===== src/rtl/sipo_pkg.sv =====
// Shared definitions for the serial-in/parallel-out deserializer:
// default word width, bit-count width helper and output-buffer state.
package sipo_pkg;

  localparam int DEFAULT_WIDTH = 4;

  typedef enum logic {
    EMPTY = 1'b0,
    FULL  = 1'b1
  } buf_state_t;

  // Counter must hold 0..w-1; a 2-bit word still needs one count bit.
  function automatic int cnt_width(input int w);
    return (w > 2) ? $clog2(w) : 1;
  endfunction

endpackage


===== src/rtl/sipo_deser_if.sv =====
// Serial input and parallel output bundle of the deserializer, plus the
// output-buffer state for observation.
interface sipo_deser_if
  import sipo_pkg::*;
#(
  parameter int WIDTH = DEFAULT_WIDTH
);

  // Handshakes: a serial bit is consumed on every rising edge where
  // sin_valid=1 (no backpressure on the input side). A parallel word moves
  // downstream on every rising edge where q_valid=1 and q_ready=1; q_valid
  // never drops and q never changes while q_valid=1 and q_ready=0.
  logic             sin;
  logic             sin_valid;
  logic             flush;
  logic [WIDTH-1:0] q;
  logic             q_valid;
  logic             q_ready;
  logic             busy;
  logic             overrun;
  logic             clr_ovr;
  buf_state_t       state;

  modport master (
    output sin, sin_valid, flush, q_ready, clr_ovr,
    input  q, q_valid, busy, overrun, state
  );

  modport slave (
    input  sin, sin_valid, flush, q_ready, clr_ovr,
    output q, q_valid, busy, overrun, state
  );

endinterface


===== src/rtl/sipo_shift_stage.sv =====
// Shift register and bit counter. Flags the edge on which a word completes
// and presents the completed word combinationally for the output buffer.
module sipo_shift_stage
  import sipo_pkg::*;
#(
  parameter int WIDTH     = DEFAULT_WIDTH,
  parameter bit MSB_FIRST = 1'b1
) (
  input  logic             clk,
  input  logic             clear,
  input  logic             sin,
  input  logic             sin_valid,
  input  logic             flush,
  output logic [WIDTH-1:0] word,
  output logic             done,
  output logic             busy
);

  localparam int CW = cnt_width(WIDTH);

  logic [WIDTH-1:0] shreg;
  logic [WIDTH-1:0] shreg_next;
  logic [CW-1:0]    count;
  logic             last;

  always_comb begin
    shreg_next = shreg;
    if (MSB_FIRST) shreg_next = {shreg[WIDTH-2:0], sin};
    else           shreg_next = {sin, shreg[WIDTH-1:1]};
  end

  assign last = (count == CW'(WIDTH - 1));
  assign done = sin_valid & ~flush & last;
  assign word = shreg_next;
  assign busy = (count != '0);

  // flush outranks a bit sampled on the same edge: that bit is discarded.
  always_ff @(posedge clk or posedge clear) begin
    if (clear) begin
      shreg <= '0;
      count <= '0;
    end else if (flush) begin
      shreg <= '0;
      count <= '0;
    end else if (sin_valid) begin
      shreg <= shreg_next;
      count <= last ? '0 : count + 1'b1;
    end
  end

endmodule


===== src/rtl/sipo_deser.sv =====
// Serial-in/parallel-out deserializer: shift stage feeding a one-word
// output buffer with valid/ready handshake and a sticky overrun flag.
module sipo_deser
  import sipo_pkg::*;
#(
  parameter int WIDTH     = DEFAULT_WIDTH,
  parameter bit MSB_FIRST = 1'b1
) (
  input  logic         clk,
  input  logic         clear,
  sipo_deser_if.slave  bus
);

  logic [WIDTH-1:0] word;
  logic             done;
  logic             busy_w;
  logic [WIDTH-1:0] q_r;
  logic             overrun_r;
  buf_state_t       state;
  logic             transfer;
  logic             drop;

  sipo_shift_stage #(
    .WIDTH     (WIDTH),
    .MSB_FIRST (MSB_FIRST)
  ) u_shift (
    .clk       (clk),
    .clear     (clear),
    .sin       (bus.sin),
    .sin_valid (bus.sin_valid),
    .flush     (bus.flush),
    .word      (word),
    .done      (done),
    .busy      (busy_w)
  );

  assign transfer = (state == FULL) & bus.q_ready;
  assign drop     = (state == FULL) & done & ~bus.q_ready;

  always_ff @(posedge clk or posedge clear) begin
    if (clear) begin
      state     <= EMPTY;
      q_r       <= '0;
      overrun_r <= 1'b0;
    end else begin
      case (state)
        EMPTY: begin
          if (done) begin
            q_r   <= word;
            state <= FULL;
          end
        end
        FULL: begin
          // A word completing on the transfer edge refills the buffer directly.
          if (transfer && done) q_r   <= word;
          else if (transfer)    state <= EMPTY;
        end
      endcase
      if (drop)             overrun_r <= 1'b1;
      else if (bus.clr_ovr) overrun_r <= 1'b0;
    end
  end

  assign bus.q       = q_r;
  assign bus.q_valid = (state == FULL);
  assign bus.busy    = busy_w;
  assign bus.overrun = overrun_r;
  assign bus.state   = state;

endmodule


===== src/flat_wrapper.sv =====
// flat-port wrapper written by rule: the top's interface ports become plain ports
module sipo_deser_flat import sipo_pkg::*;
#(
  parameter int WIDTH     = DEFAULT_WIDTH,
  parameter bit MSB_FIRST = 1'b1
)
  (clk, clear, bus_sin, bus_sin_valid, bus_flush, bus_q_ready, bus_clr_ovr, bus_q, bus_q_valid, bus_busy, bus_overrun, bus_state);
  sipo_deser_if #(.WIDTH(WIDTH)) bus_i ();
  input  logic clk;
  input  logic clear;
  input wire logic [$bits(bus_i.sin)-1:0] bus_sin;
  input wire logic [$bits(bus_i.sin_valid)-1:0] bus_sin_valid;
  input wire logic [$bits(bus_i.flush)-1:0] bus_flush;
  input wire logic [$bits(bus_i.q_ready)-1:0] bus_q_ready;
  input wire logic [$bits(bus_i.clr_ovr)-1:0] bus_clr_ovr;
  output wire logic [$bits(bus_i.q)-1:0] bus_q;
  output wire logic [$bits(bus_i.q_valid)-1:0] bus_q_valid;
  output wire logic [$bits(bus_i.busy)-1:0] bus_busy;
  output wire logic [$bits(bus_i.overrun)-1:0] bus_overrun;
  output wire logic [$bits(bus_i.state)-1:0] bus_state;
  assign bus_i.sin = bus_sin;
  assign bus_i.sin_valid = bus_sin_valid;
  assign bus_i.flush = bus_flush;
  assign bus_i.q_ready = bus_q_ready;
  assign bus_i.clr_ovr = bus_clr_ovr;
  assign bus_q = bus_i.q;
  assign bus_q_valid = bus_i.q_valid;
  assign bus_busy = bus_i.busy;
  assign bus_overrun = bus_i.overrun;
  assign bus_state = bus_i.state;
  sipo_deser #(.WIDTH(WIDTH), .MSB_FIRST(MSB_FIRST)) u_core (.clk(clk), .clear(clear), .bus(bus_i));
endmodule

===== config.mk =====
export PLATFORM = sky130hd
export DESIGN_NAME = sipo_deser_flat
export DESIGN_NICKNAME = d
export VERILOG_FILES = /design/src/rtl/sipo_pkg.sv /design/src/rtl/sipo_deser_if.sv /design/src/rtl/sipo_shift_stage.sv /design/src/rtl/sipo_deser.sv /design/src/flat_wrapper.sv
export SDC_FILE = /design/constraint.sdc
export NUM_CORES = 1
export LEC_CHECK = 0
export ABC_CLOCK_PERIOD_IN_PS = 1440
export BUFFER_PORTS_ARGS = -buffer_cell sky130_fd_sc_hd__clkbuf_2
export CORE_MARGIN = 8
export CORE_UTILIZATION = 40
export DETAILED_ROUTE_END_ITERATION = 8
export PLACE_DENSITY = 0.61
export SYNTH_ARGS = -nofsm -noshare
export SYNTH_HDL_FRONTEND = slang
export SYNTH_SLANG_ARGS = --single-unit

===== constraint.sdc =====
create_clock -name clk -period 1.44 [get_ports clk]
set_clock_uncertainty 0.05 [all_clocks]
set_input_delay 0.288 -clock clk [delete_from_list [all_inputs] [get_ports clk]]
set_output_delay 0.288 -clock clk [all_outputs]
set_load 0.05 [all_outputs]

==> results.py, run 1 <==
metrics = {
    "outcome": {
        "outcome": "completed",
    },
    "placed_design": {
        "gp_congestion": 0.647,
        "pre_cts_ws_ns": 0.0436,
        "dp_hpwl_um": 771,
        "dpl.cell_count": 70,
        "port_buffers": 14,
    },
    "worst_setup_path": {
        "worstPathArrival_ns": 1.10,
        "worstSetupEndpoint": "bus_busy",
        "r2r_setup_slack_ns": 0.04,
        "criticalPathCategory": "reg2out",
        "cp-startpoint": "u_core.u_shift.count[1]",
        "cp_max_fo": 3,
        "startpoint_type": "flip-flop",
        "ff2ff_path_depth": 4,
        "timing.rr.end": "u_core.bus.q[3]",
        "crit_required_ns": 1.10,
        "r2r-start": "u_core.u_shift.count[0]",
        "cp-end-kind": "output port",
    },
    "floorplan": {
        "core_area_um2": 1270,
        "placementRows": 13,
        "die_width_um": 52.2,
        "io_pins": 15,
        "start_util_pct": 41.2,
        "die-area_um2": 2720,
        "chipHeight_um": 52.2,
    },
    "global_routing": {
        "grt_pass1_vias": 365,
        "grt_overflow": 0,
        "grt_pass1_wl_um": 1600,
        "antenna_found_initial": 0,
        "grt_max_degree": 12,
        "grt_usage_pct": 8.03,
    },
    "timing": {
        "timing.final.hold_violations": 0,
        "rsz0062_at_grt": "yes",
        "setup_viol": 0,
        "fin_ws_ns": 0.00412,
        "timing.final.crit_share_pct": 99.7,
        "drv_slew": 0,
        "fmax_mhz": 696,
        "period_minus_slack_ns": 1.44,
        "relSlewSlack_pct": 70.9,
        "tightest_slew_ns": 0.436,
    },
    "route": {
        "ant_nets": 0,
        "wl_per_cell_um": 13.1,
        "drc": 0,
        "viasPerCell": 4.49,
        "vias": 337,
        "drtIter0Drc": 1,
        "routed_wl_um": 986,
        "drtPass1Iterations": 4,
    },
    "clock_network": {
        "clk_pin_slew_ns": 0.07,
        "cts_buffer_depth": 2,
        "post_cts_buffers": 0,
        "cts_tree": "yes",
        "clock_sinks": 11,
        "cts-root-buf": "clkbuf_4",
        "htree_levels": 1,
        "clk_latency_ns": 0.26,
        "numCtsBuffers": 3,
    },
    "synth": {
        "syn_nets": 50,
        "synth.top_cells.by_area": "dfrtp_1, mux2_4, mux2i_1, ha_1, inv_1",
        "syn_avg_cell_area_um2": 12.8,
        "yosysTopAreaCell": "dfrtp_1",
        "ys_warn_count": 0,
        "ys_ff_latch": 11,
        "synth.yosys.seq_area_share_pct": 52.6,
        "synthCells": 41,
        "synth_cell_types": 15,
        "yosysTopAreaCellShare_pct": 52.6,
        "synth.cell_area_um2": 523,
    },
    "pwr": {
        "power.density_nw_per_um2": 1000,
        "p_leak_uw": 0.000385,
        "ir_drop_mv": 0.497,
    },
    "finish": {
        "fin_util_pct": 52.7,
        "diodes": 0,
        "layout-drive-gt1-share_pct": 46.7,
        "nFillCells": 121,
        "syn2layout_area_growth_pct": 27.8,
        "fin_cells": 75,
        "nNetsFinal": 70,
    },
    "worst_hold_path": {
        "min_path_type": "in2reg",
        "hold_depth": 2,
        "hold_start": "bus_clr_ovr",
    },
    "flow_run": {
        "maxCapViolations": 0,
    },
}
cells in the mapped netlist (all sizes together):
library cell / number
dfrtp: 11
inv: 6
nor2: 5
mux2: 4
mux2i: 4
buf: 2
ha: 2
a21oi: 1
nand2: 1
nand2b: 1
nand3b: 1
nor2b: 1
nor3b: 1
o22ai: 1
how the worst min path moves through the flow:
stage	end	slack (ns)
after CTS	u_core.bus.overrun	0.16
final	u_core.bus.overrun	0.17
after global routing	u_core.bus.overrun	0.15
after global placement	u_core.bus.q[3]	0.22
after detailed placement	u_core.bus.overrun	0.23
after floorplan	u_core.bus.overrun	0.09
logic make-up (layout without fill, tap and decap cells):
group | after synthesis | after routing | synth area share [%]
mux | 8 | 8 | 19.1
flops | 11 | 11 | 52.6
compound gates | 2 | 2 | 2.15
buf+inv | 8 | 27 | 7.89
simple gates | 10 | 10 | 13.4
fa+ha+maj | 2 | 2 | 4.78
worst max-delay path, cell delays in order, from the launching register on:
cell and delay [ns]:
dfrtp_1 0.41, inv_1 0.07, ha_2 0.17, inv_2 0.04
clkbuf_16 0.16
metal layers:
layer  vias to the layer above  global-route usage (%)  share of wire, %
met1                       157                    8.33                44
met3                         0                    3.99               9.8
met5                         -                       0                 0
li1                        170                       -                 -
met4                         0                    5.17                 0
met2                        10                    12.6                46
report_power, final:
| part | internal, uW | switching (uW) | total (uW) |
|---|---|---|---|
| registers | 323 | 11.2 | 335 |
| logic | 55.4 | 77.0 | 132 |
| clock network | 107 | 94.3 | 201 |
| total | 486 | 183 | 668 |
area by class of cell:
| class | count | area [um^2] | share of cell area (%) |
|---|---|---|---|
| multi-input cells | 22 | 209 | 31.3 |
| clock buffers | 4 | 26.3 | 3.93 |
| repair buffers | 17 | 115 | 17.2 |
| flip-flops and latches | 11 | 277 | 41.4 |
| inverters | 6 | 22.5 | 3.37 |
| well taps | 15 | 18.8 | 2.81 |
state kept, by name, indices dropped and copies added, names as in the netlist:
signal / flops
u_core.u_shift.shreg: 3
u_core.bus.q: 4
u_core.bus.overrun: 1
u_core.u_shift.count: 2
u_core.bus.q_valid: 1
layout by cell type (no fill, tap or decap), types with 2 or more instances in the layout:
master,netlist,final
clkbuf_4,0,3
buf_4,1,2
nor2_1,5,5
clkbuf_2,0,13
dfrtp_1,11,10
mux2i_1,4,4
inv_1,6,5
mux2_4,4,4
repair_timing:
action	in CTS	in global routing
setup endpoints to repair	1	5
hold endpoints to repair	11	0
hold buffers	1	0
resized for setup	5	0
pin swaps	1	0
gates cloned	0	0
through the flow:
step / power (uW) / hold slack (ns) / setup TNS, ns / cell area [um^2]
3_5_place_dp: 455 / 0.229 / 0 / 609
2_1_floorplan: 422 / 0.0904 / 0 / 524
6_report: 668 / 0.167 / 0 / 668
5_1_grt: 712 / 0.145 / -0.0565 / 668
3_3_place_gp: 452 / 0.224 / 0 / 609
4_1_cts: 679 / 0.160 / -0.00210 / 668
Power figures use the tool's default switching activity.
==> inputs of run 2 (changes only) <==
CORE_AREA = 8 8 45 47   (was not set)
CORE_MARGIN = not set   (was 8)
CORE_UTILIZATION = not set   (was 40)
DIE_AREA = 0 0 53 55   (was not set)
MAX_ROUTING_LAYER = met4   (was not set)
PLACE_DENSITY = 0.6   (was 0.61)
==> results.py, run 2 (synthesized netlist as in run 1, its figures left out) <==
metrics = {
    "finish": {
        "multi_input_comb_area_um2": 211,
        "layout-drive-gt1-share_pct": 50.0,
        "syn2layout_area_growth_pct": 31.3,
        "mostFrequentLayoutCell": "clkbuf_2",
        "nFillCells": 119,
        "diodes": 0,
        "fin_cells": 78,
        "seqCellArea_um2": 277,
        "final_cell_mix": "clkbuf_2, dfrtp_1, nor2_1, inv_1",
        "largest_register_ffs": 4,
        "nNetsFinal": 72,
        "fin_util_pct": 49.6,
    },
    "worst_setup_path": {
        "criticalPathCategory": "reg2out",
        "r2r_setup_slack_ns": 0.06,
        "cp-end-kind": "output port",
        "crit_required_ns": 1.10,
        "worstPathArrival_ns": 1.08,
        "cp_max_fo": 3,
        "startpoint_type": "flip-flop",
    },
    "timing": {
        "relSlewSlack_pct": 72.8,
        "fmax_mhz": 703,
        "setup_viol": 0,
        "period_minus_slack_ns": 1.42,
        "timing.final.hold_violations": 0,
        "rsz0062_at_grt": "yes",
        "timing.final.crit_share_pct": 98.8,
        "tightest_slew_ns": 0.407,
        "drv_slew": 0,
    },
    "floorplan": {
        "io_pins": 15,
        "start_util_pct": 37.8,
        "placementRows": 14,
        "die-area_um2": 2920,
        "core_area_um2": 1380,
        "die_width_um": 53,
        "chipHeight_um": 55,
    },
    "flow_run": {
        "maxCapViolations": 0,
    },
    "global_routing": {
        "antenna_found_initial": 0,
        "grt_max_degree": 12,
        "grt_usage_pct": 8.43,
        "grt_overflow": 0,
        "grt_pass1_wl_um": 1700,
        "grt_pass1_vias": 363,
    },
    "placed_design": {
        "dp_hpwl_um": 763,
        "port_buffers": 14,
        "gp_congestion": 0.660,
        "dpl.cell_count": 71,
    },
    "pwr": {
        "p_total_uw": 671,
        "ir_drop_mv": 0.656,
        "p_leak_uw": 0.000392,
        "power.density_nw_per_um2": 977,
    },
    "route": {
        "ant_nets": 0,
        "drc": 0,
        "drtPass1Iterations": 2,
        "vias": 340,
        "wl_per_cell_um": 12.9,
        "routed_wl_um": 1010,
        "viasPerCell": 4.36,
        "drtIter0Drc": 2,
    },
    "clock_network": {
        "numCtsBuffers": 3,
        "cts-root-buf": "clkbuf_4",
        "htree_levels": 1,
        "clk_pin_slew_ns": 0.06,
        "cts_buffer_depth": 2,
        "clock_sinks": 11,
        "cts_tree": "yes",
        "clk_latency_ns": 0.26,
    },
    "worst_hold_path": {
        "min_path_type": "in2reg",
    },
    "outcome": {
        "outcome": "completed",
    },
}
## run 2: worst max-delay path, stage by stage (launching register included)
cell       delay [ns]
dfrtp_1          0.40
inv_1            0.07
ha_2             0.16
inv_2            0.04
clkbuf_16        0.16
## run 2: path summary, 6_finish.rpt
kind	endpoint	start	depth (start not counted)
max	bus_busy	u_core.u_shift.count[0]	4
min	u_core.bus.overrun	bus_clr_ovr	2
max reg2reg	u_core.bus.q[0]	u_core.u_shift.count[1]	4
min reg2reg	u_core.bus.q[3]	u_core.u_shift.shreg[2]	1
max in group asynchronous	u_core.bus.q_valid	clear	3
min in group asynchronous	u_core.bus.q[2]	clear	3
## run 2: metal layers
layer  part of all wire (%)  GRT usage (%)  routed length [um]
met3                    5.8           2.67                  58
met4                      0           3.88                   0
met2                     54           13.5                 541
met1                     40           9.40                 405
met5                      0              -                   0
## run 2: what timing repair did
| item | in CTS | in global routing |
|---|---|---|
| buffers inserted | 0 | 2 |
| hold endpoints to repair | 11 | 0 |
| hold buffers | 1 | 0 |
| endpoints found under the setup margin | 1 | 5 |
| pin swaps | 1 | 1 |
| resized for setup | 5 | 1 |
| gates cloned | 0 | 0 |
## run 2: power breakdown
part	switching [uW]	internal [uW]	leakage, uW
sequential	9.95	323	0.000149
clock	92.7	107	0.0000150
combinational	77.8	60.6	0.000228
## run 2: area by class of cell
class	count	area share, %
Clock buffer	4	3.83
Sequential cell	11	40.3
Timing Repair Buffer	19	18.9
Inverter	6	3.28
Tap cell	16	2.91
Multi-Input combinational cell	22	30.8
## run 2: per-stage QoR
step,area [um^2],hold WS (ns),setup TNS [ns],worst slack [ns]
3_3_place_gp,611,0.223,0,0.0609
3_5_place_dp,611,0.219,0,0.0291
6_report,687,0.183,0,0.0179
2_1_floorplan,524,0.0904,0,0.103
4_1_cts,669,0.170,-0.000106,-0.000106
5_1_grt,687,0.174,-0.0504,-0.0504
